### src/rtl/multiplier_pkg.sv
// Shared definitions for the pipelined integer multiplier.
package multiplier_pkg;

    // Smallest operand width the partial-product array can be built for.
    localparam int MIN_WIDTH = 2;

    // Interpretation of both operands, selected per operand pair.
    typedef enum logic {
        SIGN_UNSIGNED = 1'b0,
        SIGN_SIGNED   = 1'b1
    } sign_mode_t;

    // Extension bit that widens an operand by one bit: the operand MSB
    // for two's complement, zero otherwise.
    function automatic logic ext_bit(input logic msb, input sign_mode_t mode);
        return (mode == SIGN_SIGNED) ? msb : 1'b0;
    endfunction

endpackage

### src/rtl/multiplier_csa.sv
// 3:2 carry-save compressor.  The carry output is already weighted,
// shifted left by one bit, so sum + carry == x + y + z modulo 2^WIDTH.
module mult_csa #(
    parameter int WIDTH = 16
) (
    input  logic [WIDTH-1:0] x,
    input  logic [WIDTH-1:0] y,
    input  logic [WIDTH-1:0] z,
    output logic [WIDTH-1:0] sum,
    output logic [WIDTH-1:0] carry
);

    logic [WIDTH-1:0] majority;

    // Bitwise full adders; the majority bits become the next-weight carries.
    always_comb begin
        majority = (x & y) | (x & z) | (y & z);
        sum      = x ^ y ^ z;
        carry    = {majority[WIDTH-2:0], 1'b0};
    end

endmodule

### src/rtl/multiplier.sv
// Pipelined WIDTH x WIDTH -> 2*WIDTH multiplier, signed or unsigned per pair.
// Operands are registered, reduced through a carry-save chain into a
// sum/carry pair, then resolved by one carry-propagate adder.
module multiplier
    import multiplier_pkg::*;
#(
    parameter int WIDTH = 8
) (
    input  logic               clk,
    input  logic               rst_n,
    input  logic               in_valid,
    input  logic [WIDTH-1:0]   a,
    input  logic [WIDTH-1:0]   b,
    input  logic               sign,
    output logic               out_valid,
    output logic [2*WIDTH-1:0] product
);

    localparam int P = 2 * WIDTH;
    localparam int R = WIDTH + 1;

    // Operand stage.
    logic             valid_q;
    logic [WIDTH-1:0] a_q;
    logic [WIDTH-1:0] b_q;
    logic             sign_q;

    // Carry-save stage.
    logic             valid_s1;
    logic [P-1:0]     sum_s1;
    logic [P-1:0]     carry_s1;

    // Partial products and the reduction chain feeding the carry-save stage.
    logic [WIDTH:0]   a_ext;
    logic [WIDTH:0]   b_ext;
    logic [P-1:0]     a_wide;
    logic [P-1:0]     pp [R];
    logic [P-1:0]     sum_chain [WIDTH];
    logic [P-1:0]     carry_chain [WIDTH];

    // Capture the operand pair together with its signedness.
    always_ff @(posedge clk or negedge rst_n) begin
        if (!rst_n) begin
            valid_q <= 1'b0;
            a_q     <= '0;
            b_q     <= '0;
            sign_q  <= 1'b0;
        end else begin
            valid_q <= in_valid;
            a_q     <= a;
            b_q     <= b;
            sign_q  <= sign;
        end
    end

    // Build WIDTH+1 rows; the top row carries the negative weight of the
    // extended multiplier MSB, which is always zero for unsigned operands.
    always_comb begin
        a_ext  = {ext_bit(a_q[WIDTH-1], sign_mode_t'(sign_q)), a_q};
        b_ext  = {ext_bit(b_q[WIDTH-1], sign_mode_t'(sign_q)), b_q};
        a_wide = {{(P-R){a_ext[WIDTH]}}, a_ext};
        for (int i = 0; i < WIDTH; i++) begin
            pp[i] = b_ext[i] ? (a_wide << i) : '0;
        end
        pp[WIDTH] = b_ext[WIDTH] ? ((~(a_wide << WIDTH)) + {{(P-1){1'b0}}, 1'b1}) : '0;
    end

    assign sum_chain[0]   = pp[0];
    assign carry_chain[0] = pp[1];

    generate
        for (genvar k = 0; k < WIDTH - 1; k++) begin : g_csa
            mult_csa #(
                .WIDTH(P)
            ) u_csa (
                .x     (sum_chain[k]),
                .y     (carry_chain[k]),
                .z     (pp[k+2]),
                .sum   (sum_chain[k+1]),
                .carry (carry_chain[k+1])
            );
        end
    endgenerate

    // Register the redundant sum/carry form of the product.
    always_ff @(posedge clk or negedge rst_n) begin
        if (!rst_n) begin
            valid_s1 <= 1'b0;
            sum_s1   <= '0;
            carry_s1 <= '0;
        end else begin
            valid_s1 <= valid_q;
            sum_s1   <= sum_chain[WIDTH-1];
            carry_s1 <= carry_chain[WIDTH-1];
        end
    end

    // Resolve the redundant form; the add wraps at 2*WIDTH bits by design.
    always_ff @(posedge clk or negedge rst_n) begin
        if (!rst_n) begin
            out_valid <= 1'b0;
            product   <= '0;
        end else begin
            out_valid <= valid_s1;
            product   <= sum_s1 + carry_s1;
        end
    end

endmodule

### config.mk
export PLATFORM = sky130hd
export DESIGN_NAME = multiplier
export DESIGN_NICKNAME = d
export VERILOG_FILES = /design/src/rtl/multiplier_pkg.sv /design/src/rtl/multiplier_csa.sv /design/src/rtl/multiplier.sv
export SDC_FILE = /design/constraint.sdc
export NUM_CORES = 1
export LEC_CHECK = 0
export ABC_AREA = 1
export CORE_AREA = 2 2 86 108
export CTS_BUF_LIST = sky130_fd_sc_hd__clkbuf_2
export CTS_CLUSTER_DIAMETER = 120
export DETAILED_ROUTE_END_ITERATION = 8
export DIE_AREA = 0 0 88 110
export PLACE_DENSITY = 0.72
export SLEW_MARGIN = 20
export SYNTH_ARGS = -nofsm -noshare
export SYNTH_HDL_FRONTEND = slang
export SYNTH_SLANG_ARGS = --single-unit
### constraint.sdc
create_clock -name clk -period 4.7 [get_ports clk]
set_input_delay 0.94 -clock clk [delete_from_list [all_inputs] [get_ports clk]]
set_output_delay 0.94 -clock clk [all_outputs]
set_load 0.05 [all_outputs]
Yosys cells after proc, flatten, opt, wreduce, memory -nomap -nowiden:

Cells that the tools add are included.

* add/subtract/negate cells: 2
* multiplexer cells: 11
* bitwise gates (word level): 50

Operators by type and width (count)
* 15-bit bitwise AND: 21
* 16-bit bitwise XOR: 14
* 15-bit OR: 14
* 16-bit 2-to-1 mux: 9
* 16-bit by 1-bit adder with 16-bit output, second input constant: 1
* 16-bit adder: 1
* 16-bit NOT: 1
* 1-bit 2-to-1 mux: 2

* register bits after elaboration: 67
* input bits: 20

Depth between registers and ports, before layout:

Gate-level depths: netlist (run 1).

* depth in word-level cells: 23
* gate-level depth with buffers: 19
* depth with buffers taken out: 18

Hierarchy:

Synthesis (run 1) repeated with hierarchy kept, for this count alone.

* cells, all modules: 622
* area, all modules: 5859.4 µm²

Modules (own cells, without submodules)
* multiplier: instances 1, cells each 440, area each 3433.3 µm², sequential area each 1701.6 µm²
* mult_csa: instances 7, cells each 26, area each 346.6 µm², sequential area each 0.0 µm²

Worst setup path before layout (run 1):

No wires, ideal clock.

* kind: register to register
* start: register a_q[7]
* end: register sum_s1[12]
* arrival: 4.651 ns
* setup slack: -0.086 ns
* cell stages (with the launch flop): 13
* buffers on the path: 1
* cells stage by stage: dfrtp_1 buf_2 nand2_1 nor2_1 fa_1 fa_1 fa_1 inv_1 fa_1 fa_1 inv_1 fa_1 fa_1

* word-level cells in the longest chain between the ends: 20
* elaborated cells between the ends (all ways): 51
* classes of those cells: mux (7); bitwise (44)

RTL lines
* start, declared: line multiplier.sv:24 `logic [WIDTH-1:0] a_q;`
* start signal, assigned: line multiplier.sv:45 `a_q <= '0;`
* start signal, assigned: line multiplier.sv:50 `a_q <= a;`
* 1-bit 2-to-1 mux or 16-bit 2-to-1 mux (tied branches): line multiplier_pkg.sv:16, multiplier.sv:63
* 16-bit 2-to-1 mux (tied with other cells): line multiplier.sv:63 `pp[i] = b_ext[i] ? (a_wide << i) : '0;`
* 15-bit bitwise AND (tied with other cells): line multiplier_csa.sv:17 `majority = (x & y) | (x & z) | (y & z);`
* 15-bit OR (tied with other cells) (2 in series): line multiplier_csa.sv:17
* 15-bit bitwise AND (tied with other cells): line multiplier_csa.sv:17
* 15-bit OR (tied with other cells) (2 in series): line multiplier_csa.sv:17
* 15-bit bitwise AND (tied with other cells): line multiplier_csa.sv:17
* 15-bit OR (tied with other cells) (2 in series): line multiplier_csa.sv:17
* 15-bit bitwise AND (tied with other cells): line multiplier_csa.sv:17
* 15-bit OR (tied with other cells) (2 in series): line multiplier_csa.sv:17
* 16-bit bitwise XOR or 15-bit OR (tied branches): line multiplier_csa.sv:18, multiplier_csa.sv:17
* 16-bit bitwise XOR (tied with other cells): line multiplier_csa.sv:18 `sum = x ^ y ^ z;`
* 16-bit bitwise XOR or 15-bit OR (tied branches) (2 in series): line multiplier_csa.sv:18, multiplier_csa.sv:17
* 16-bit bitwise XOR (*) (2 in series): line multiplier_csa.sv:18
* via g_csa[6].u_csa.sum[12]: line multiplier_csa.sv:9 `output logic [WIDTH-1:0] sum,`
* end signal, assigned: line multiplier.sv:93 `sum_s1 <= sum_chain[WIDTH-1];`
* end, declared: line multiplier.sv:30 `logic [P-1:0] sum_s1;`

Mark *: on every way through the listed nets, which the timed path passes. The rest lies on a longest branch.

Final worst setup path (run 1):

* start: register sign_q
* end: register sum_s1[8]

* word-level cells in the longest chain between the ends: 16
* elaborated cells between the ends (all ways): 18
* classes of those cells: mux (4); bitwise (14)

RTL lines
* start, declared: line multiplier.sv:26 `logic sign_q;`
* start signal, assigned: line multiplier.sv:52 `sign_q <= sign;`
* 1-bit 2-to-1 mux: line multiplier_pkg.sv:16 `return (mode == SIGN_SIGNED) ? msb : 1'b0;`
* 16-bit 2-to-1 mux: line multiplier.sv:63
* 16-bit bitwise XOR (13 in series): line multiplier_csa.sv:18
* 16-bit bitwise XOR (*): line multiplier_csa.sv:18
* via g_csa[6].u_csa.sum[8]: line multiplier_csa.sv:9

Marks and branches as above.

==> summary by stage, run 1 <==
STA
Between clock sinks in the finished design, the worst skew comes to 0.0247 ns. The headroom to the max-slew limit is 51.4%. The total count of hold-check failures in the final report came to 0. Setup violations remaining at the end of the flow were counted as 0. The count of final max-slew check failures was 0. The upper clock frequency limit is 220 MHz.

Setup repair after global routing left no endpoint under its margin. The final period demand of the worst path is 4.56 ns. The accumulated negative setup slack is 0 ns. The final clock period utilization by the worst path is 96.9%. The slew at the pin closest to its max-slew limit is 0.728 ns.

Logic synthesis
The post-synthesis sequential element count is 60. The netlist uses 24 different library cells. The cell count after synthesis came out at 382. The number of flops mapped to enable cells by yosys is 0. The proportion of synthesized flip-flops having asynchronous set or reset is 100%. The most used standard cell by instance count after synthesis is nand2_1. dfrtp_1 takes more of the synthesized area than any other cell.

After synthesis, the largest area contributor takes up 37.8% of total cell area. The synthesized netlist devotes 1.07% of its cell area to compound gates. The average instance area after synthesis is 10.4 um2.

After Yosys synthesis, XOR and XNOR cells account for 1.10% of the synthesized area. The synthesized netlist devotes 35.5% of its cell area to adder and majority cells. The post-synthesis cell area is 3970 um2. The main flop type after synthesis is dfrtp_1. The portion of netlist area occupied by mux cells is 0%.

The share of the Yosys chip area taken by registers is 37.8%. The commonest cells after synthesis are nand2_1 (103), inv_1 (76), fa_1 (61), dfrtp_1 (60), nor2_1 (17). The simple-gate share of the synthesized area is 14.5%. After synthesis, the cell types taking the most area are dfrtp_1 (38%), fa_1 (31%), nand2_1 (9.7%), inv_1 (7.2%), ha_1 (4.7%). The number of nets in the synthesized netlist is 478.

For this run, the number of Yosys warnings is 0. The combinational family with the most area after synthesis is adder cells.

Setup path
By startpoint and endpoint, the worst setup path is classified as reg -> reg. The worst setup path is captured at a flop. The most critical setup path has its startpoint at sign_q. The startpoint of the most critical register-to-register path is sign_q. For the worst setup path, the data arrival time is 5.03 ns. In this run the worst path has a maximum fanout of 4.

At the worst endpoint, the required time is 5.18 ns. The worst setup path is launched from a flop.

CTS
The clock buffer count from CTS is 9. The root cell of the clock tree is clkbuf_2. Clock-pin slew was measured on the worst setup and hold paths at 0.18 ns.

The clock reaches the later pin of the worst-skew pair after 0.53 ns. For this design, the sink count on the clock tree is 60. The number of hold buffers added after CTS was 0. TritonCTS built the clock tree. The number of buffers on the longest clock path is 2.

The H-tree was split into 3 levels.

Route
The number of optimization iterations in the first detailed-route pass is 4. The total number of vias is 2,483. Once detail routing completed, the nets flagged for antenna violations numbered 0. The routed length per placed instance is 11.3 um. The number of DRC markers in iteration 0 is 83. The via-per-instance ratio is 4.52. The post-detailed-routing wire length is 6210 um. For this run, design rule violations remaining after detail routing come to 0.

Layout
The share of final-layout standard cells stronger than drive strength 1 is 9.09%. The number of filler instances in the final layout is 759. The repair_antennas step left the layout with diodes totalling 0. Compared with the post-synthesis result, the final layout area differs by 15.9%. The area of all placed cells without fillers is 4600 um2. At the end of the flow, the number of nets in the layout was 520.

Place
The weighted congestion at the end of routability-driven global placement is 0.812. The post-placement cell area is 4450 um2. Buffers placed on the I/O ports in this run total 36. The half-perimeter wire length of the detailed placement result is 5050 um.

Pwr
Of the total power, the share spent switching nets is 42.2%. The total power draw is 2.26 mW. The maximum resistive drop on vdd is 0.190 mV. The part of the total power dissipated in sequential elements is 32.0%. The logic gate share of total power is 51.4%. The power share of the clock group is 16.6%. In this run the static leakage power is 2.37 nW. In this run the power density over the cells is 492 nW/um2. For this design the total switching power over the nets is 0.956 mW.

The internal cell power is 1.31 mW.

Floorplanning
The count of boundary I/O pins is 37. The die covers 9680 um2. The initial utilization of the core area, before any placement, comes to 46.1%. The floorplan die width is 88 um. The area inside the core boundary is 8610 um2.

The overall die height is 110 um. Row generation in the floorplan step produced 38 rows.

Global route
The first-pass GRT wire length is 10,700 um. The pin count of the biggest net entering global routing is 61. The number of antenna violations at the first check in global routing is 0. The global router's overall resource usage is 14.7%. The via count of the first global-routing pass was 2,488.

The final global-route overflow total is 0.

Min path
The path class of the tightest hold or removal check is reg -> reg. The worst hold path begins at sum_s1[7].

Job
The max-cap check violation count is 0.

Outcome
The run finished with clean final reports.
## path summary, 6_finish.rpt
path	to	slack (ns)	cells after the start
max in group asynchronous	carry_s1[15]	3.68	2
min	product[7]	0.37	0
max	sum_s1[8]	0.14	12
max reg2reg	sum_s1[8]	0.14	12
min in group asynchronous	product[14]	0.53	2
min reg2reg	product[7]	0.37	0
## cells by family after synthesis
logic type	after synthesis
simple gates	138
buf+inv	95
xor+xnor	5
fa+ha+maj	76
compound gates	8
flops	60
## worst max-delay path, cell delays in order (launching register included)
cell,delay [ns]
dfrtp_1,0.43
nand2_2,0.12
nor2_2,0.06
buf_4,0.14
fa_1,0.53
inv_1,0.06
fa_1,0.55
fa_1,0.44
fa_1,0.52
fa_1,0.54
inv_1,0.06
fa_1,0.52
fa_1,0.55
## power groups by stage
| stage | Clock, mW | Sequential (mW) | Combinational, mW |
|---|---|---|---|
| 2_1_floorplan | 0 | 0.931 | 0.684 |
| 3_5_place_dp | 0 | 0.740 | 1.19 |
| 3_3_place_gp | 0 | 0.739 | 1.14 |
| 4_1_cts | 0.389 | 0.727 | 1.19 |
| 5_1_grt | 0.415 | 0.742 | 1.32 |
| 6_report | 0.376 | 0.725 | 1.16 |
## registers in the layout, indices dropped and copies added, names as in the netlist
name / cells
b_q: 8
valid_s1: 1
sign_q: 1
a_q: 8
out_valid: 1
valid_q: 1
carry_s1: 8
product: 16
sum_s1: 16
## cells in the final DEF, fill, tap and decap left out, types with 3 or more instances in the layout
master	instances
a21oi_1	4
buf_4	11
clkbuf_2	9
clkdlybuf4s50_1	35
clkinvlp_4	3
dfrtp_1	60
fa_1	61
ha_1	15
inv_1	76
inv_2	3
nand2_1	102
nand2_2	4
nand3_1	8
nor2_1	15
xor2_1	3
## timing repair
item / in CTS / in global routing
setup endpoints to repair: 0 / 12
resized for setup: 0 / 2
buffers inserted: 0 / 1
## area by class of cell
cell class	count	area, um2	area share (%)
clock buffer	9	45.0	0.979
multi-input combinational	227	2080	45.2
timing repair buffer	47	438	9.52
inverter	79	297	6.44
tap	120	150	3.26
sequential	60	1500	32.6
clock inverter	7	91.3	1.98
## routing by layer
layer	wire [um]	GRT usage, %
met1	2350	16.4
met2	3480	25.4
met3	186	2.98
met4	193	9.45
met5	0	0
## stage by stage
stage,setup slack (ns),utilization (%),hold slack [ns],instances
2_1_floorplan,0.00586,-,0.331,382
3_3_place_gp,0.189,51.7,0.333,532
5_1_grt,0.00581,53.5,0.382,549
4_1_cts,0.0528,53.3,0.372,548
6_report,0.144,53.5,0.369,549
3_5_place_dp,0.0847,51.7,0.335,532
(Power assumes the default switching activity.)
==> run 2: changes to the inputs <==
Settings changed: CORE_AREA 2 2 86 108 to 2 2 103 130, DIE_AREA 0 0 88 110 to 0 0 105 132, PLACE_DENSITY 0.72 to 0.7, SYNTH_HIERARCHICAL set to 1.
==> summary by stage, run 2 <==
Logic synthesis
For this run, the leading register cell type out of synthesis is dfrtp_1. The number of flops mapped to enable cells by yosys is 0. The yosys synthesis warning count is 6.

By count the netlist is led by nand2_1 (179), inv_1 (132), fa_1 (106), dfrtp_1 (68), nor2_1 (24). The proportion of synthesized flip-flops having asynchronous set or reset is 100%. Synthesis produced a netlist whose cell count is 622. The biggest area consumer among synthesized cells is fa_1. After synthesis the netlist holds a flip-flop and latch count of 68. The average instance area after synthesis is 9.42 um2. After synthesis, the largest area contributor takes up 36.2% of total cell area. The cell area that synthesis handed to floorplanning was 5860 um2.

The number of distinct standard cells referenced by the synthesized netlist is 28. The fraction of the yosys area taken by sequential cells is 29.0%. After synthesis, the cell types taking the most area are fa_1 (36%), dfrtp_1 (29%), nand2_1 (11%), inv_1 (8.5%), ha_1 (3.4%). Yosys instantiated no cell more often than nand2_1.

Setup path
STA classifies the critical path endpoint as a flop. The worst-case reg-to-reg path depth is 10. The category of the worst setup path launch point is a flop.

The required time at the endpoint of the critical path is 5.13 ns. The worst setup path is of the reg -> reg kind. The startpoint of the most critical register-to-register path is b_q[2].

The most critical setup path has its startpoint at b_q[2]. In this run the worst path has a maximum fanout of 9. The signal arrival time at the worst endpoint is 4.88 ns.

Global route
The number of antenna violations at the first check in global routing came to 1. The via count of the first global-routing pass is 4,413. Entering global routing, the biggest net connects 54 pins. The first-pass GRT wire length is 18,200 um.

For this run the aggregate overflow at the end of global routing stands at 0. Global routing consumed, over all layers together, 16.3% of the routing resources.

Layout
In the layout the commonest cells are nand2_1 (179), inv_1 (132), fa_1 (106). The final layout net count is 830. The largest registers in the layout are carry_s1 (16), product (16), sum_s1 (16). The filler cells instantiated in the layout total 1,196. Compared with the post-synthesis result, the final layout area differs by 12.7%. With fillers left out, the area of the finished cells amounts to 6610 um2. The most common library cell in the layout ignoring fill and taps is nand2_1.

In the final layout, the share of cells above drive strength 1 is 6.36%.

Pwr
For this design the total switching power over the nets is 1.73 mW. The power share of the clock group is 10.9%. The maximum resistive drop on vdd is 0.263 mV.

After layout, the design draws a total of 3.69 mW. Dividing total power by cell area gives a power density of 559 nW/um2. Combinational logic is responsible for 64.5% of the overall power. The part of the total power dissipated in sequential elements is 24.6%.

The analysis attributes to cell leakage a power of 3.70 nW. Internal power comes to 1.96 mW. The net switching fraction of the power is 46.9%.

Route
The post-detailed-routing wire length is 9850 um. The number of DRC markers in iteration 0 is 113. In the routed design, unresolved DRC markers number 0. The number of optimization iterations in the first detailed-route pass is 6. The routed length per placed instance is 11.4 um. The number of nets still failing antenna checks after routing is 0. Dividing the detail-routed via count by the number of cells gives 4.48.

Summing over every cut layer, the via total after detailed routing is 3,854.

CTS
The buffers inserted during post-CTS setup optimization is 0. The TritonCTS clock tree is built. The post-cts repair resize count is 0. After clock tree synthesis, the flow added hold-fix buffers numbering 0. The clock drives 68 sinks. CTS placed an instance of clkbuf_2 at the clock tree root. TritonCTS created 9 clock buffers. Clock latency on the worst-skew pair, taken at its later pin, is 0.56 ns. The depth of the CTS H-tree is 3. The number of buffers on the longest clock path is 2. The clock transition time at the flip-flop clock pins of the worst setup and hold paths is 0.20 ns.

Place
At the end of routability-driven placement, the weighted congestion stood at 0.848. After legalization and detailed placement, the total HPWL measured 8360 um. The worst slack after detailed placement is 0.294 ns.

The number of I/O port buffers is 36. After detailed placement, the total cell area comes to 6470 um2.

Floorplanning
The floorplan die width is 105 um. For this design the top-level I/O count stands at 37. The overall die height is 132 um. The core region is 12,500 um2. The floorplan step defined a die boundary enclosing 13,900 um2. The initial utilization of the core area, before any placement, comes to 46.7%. The number of rows created at floorplan is 46.

STA
Across the routed clock network, the largest skew measured is 0.0200 ns. Based on the critical path, the design can be clocked at up to 225 MHz. The least setup slack across all paths after layout is 0.254 ns. Measured against its own limit, the worst slew margin works out to 56.1%. The total count of hold-check failures in the final report is 0. The count of final max-slew check failures is 0. The setup-violating endpoint count in the final report is 0.

The accumulated negative setup slack is 0 ns. Setup repair after global routing left no endpoint under its margin. The final period demand of the worst path is 4.45 ns. For the pin with the worst max-slew slack, the measured transition is 0.655 ns. The final clock period utilization by the worst path is 94.6%.

Min path
The min-delay analysis places its worst path in the category in -> async.

Job
Max-cap violations in this run came to 0.

Outcome
The flow ran to the end, and the final reports show no timing, DRC or antenna violations.
## run 2: cell count changes in the layout (fill, tap and decap cells not counted), sizes merged, moves of 11 or more
| cell | before | now |
|---|---|---|
| conb | 0 | 43 |
| fa | 61 | 106 |
| inv | 79 | 138 |
| nand2 | 106 | 184 |
| nand3 | 8 | 19 |
## run 2: power groups by stage
stage	clock, mW	combinational [mW]	sequential, mW
after CTS	0.414	2.37	0.913
final	0.402	2.38	0.909
after floorplan	0	1.58	1.16
after global routing	0.441	2.75	0.935
after global placement	0	2.24	0.926
after detailed placement	0	2.36	0.928
## run 2: final cells by class
type	instances	area (um2)	share of cell area (%)
Multi-Input combinational cell	426	3620	54.8
Sequential cell	68	1700	25.8
Inverter	140	528	7.99
Timing Repair Buffer	43	408	6.17
Tap cell	168	210	3.18
Clock inverter	6	90.1	1.36
Clock buffer	9	45.0	0.682
Antenna cell	1	2.50	0.0379
## run 2: kinds of logic (layout without fill, tap and decap cells)
kind of cell / after synthesis / count (layout) / share of synthesized area [%]
flops: 68 / 68 / 29.0
fa+ha+maj: 122 / 122 / 39.6
buf+inv: 163 / 198 / 11.4
simple gates: 236 / 236 / 16.6
compound gates: 16 / 16 / 1.49
xor+xnor: 9 / 9 / 1.35
other cells: 8 / 44 / 0.513
## run 2: final timing paths
kind                              end  slack (ns)
setup / recovery           sum_s1[13]        0.25
hold / removal                 a_q[0]        0.26
setup reg to reg           sum_s1[13]        0.25
hold reg to reg              valid_s1        0.38
max in group asynchronous  sum_s1[14]        3.46
min in group clk             valid_s1        0.38
## run 2: worst max-delay path, stage by stage (launching register included)
cell and delay, ns:
dfrtp_1 0.53, inv_1 0.07, nor2_1 0.19, buf_4 0.21
fa_1 0.44, fa_1 0.54, fa_1 0.44, fa_1 0.52
fa_1 0.44, fa_1 0.52, fa_1 0.43
## run 2: routing by layer
metal	wire length, um	track usage (%)	vias to the layer above
li1	-	-	1855
met1	3660	16.4	1891
met2	5540	32.1	79
met3	306	2.77	29
met4	337	7.48	0
met5	0	0	-
## run 2: per-stage QoR
stage	hold WS, ns	instances	utilization (%)
after floorplan	0.331	657	-
after global placement	0.333	845	51.6
after detailed placement	0.337	845	51.6
after CTS	0.236	860	52.6
after global routing	0.225	861	52.7
final	0.256	861	52.7
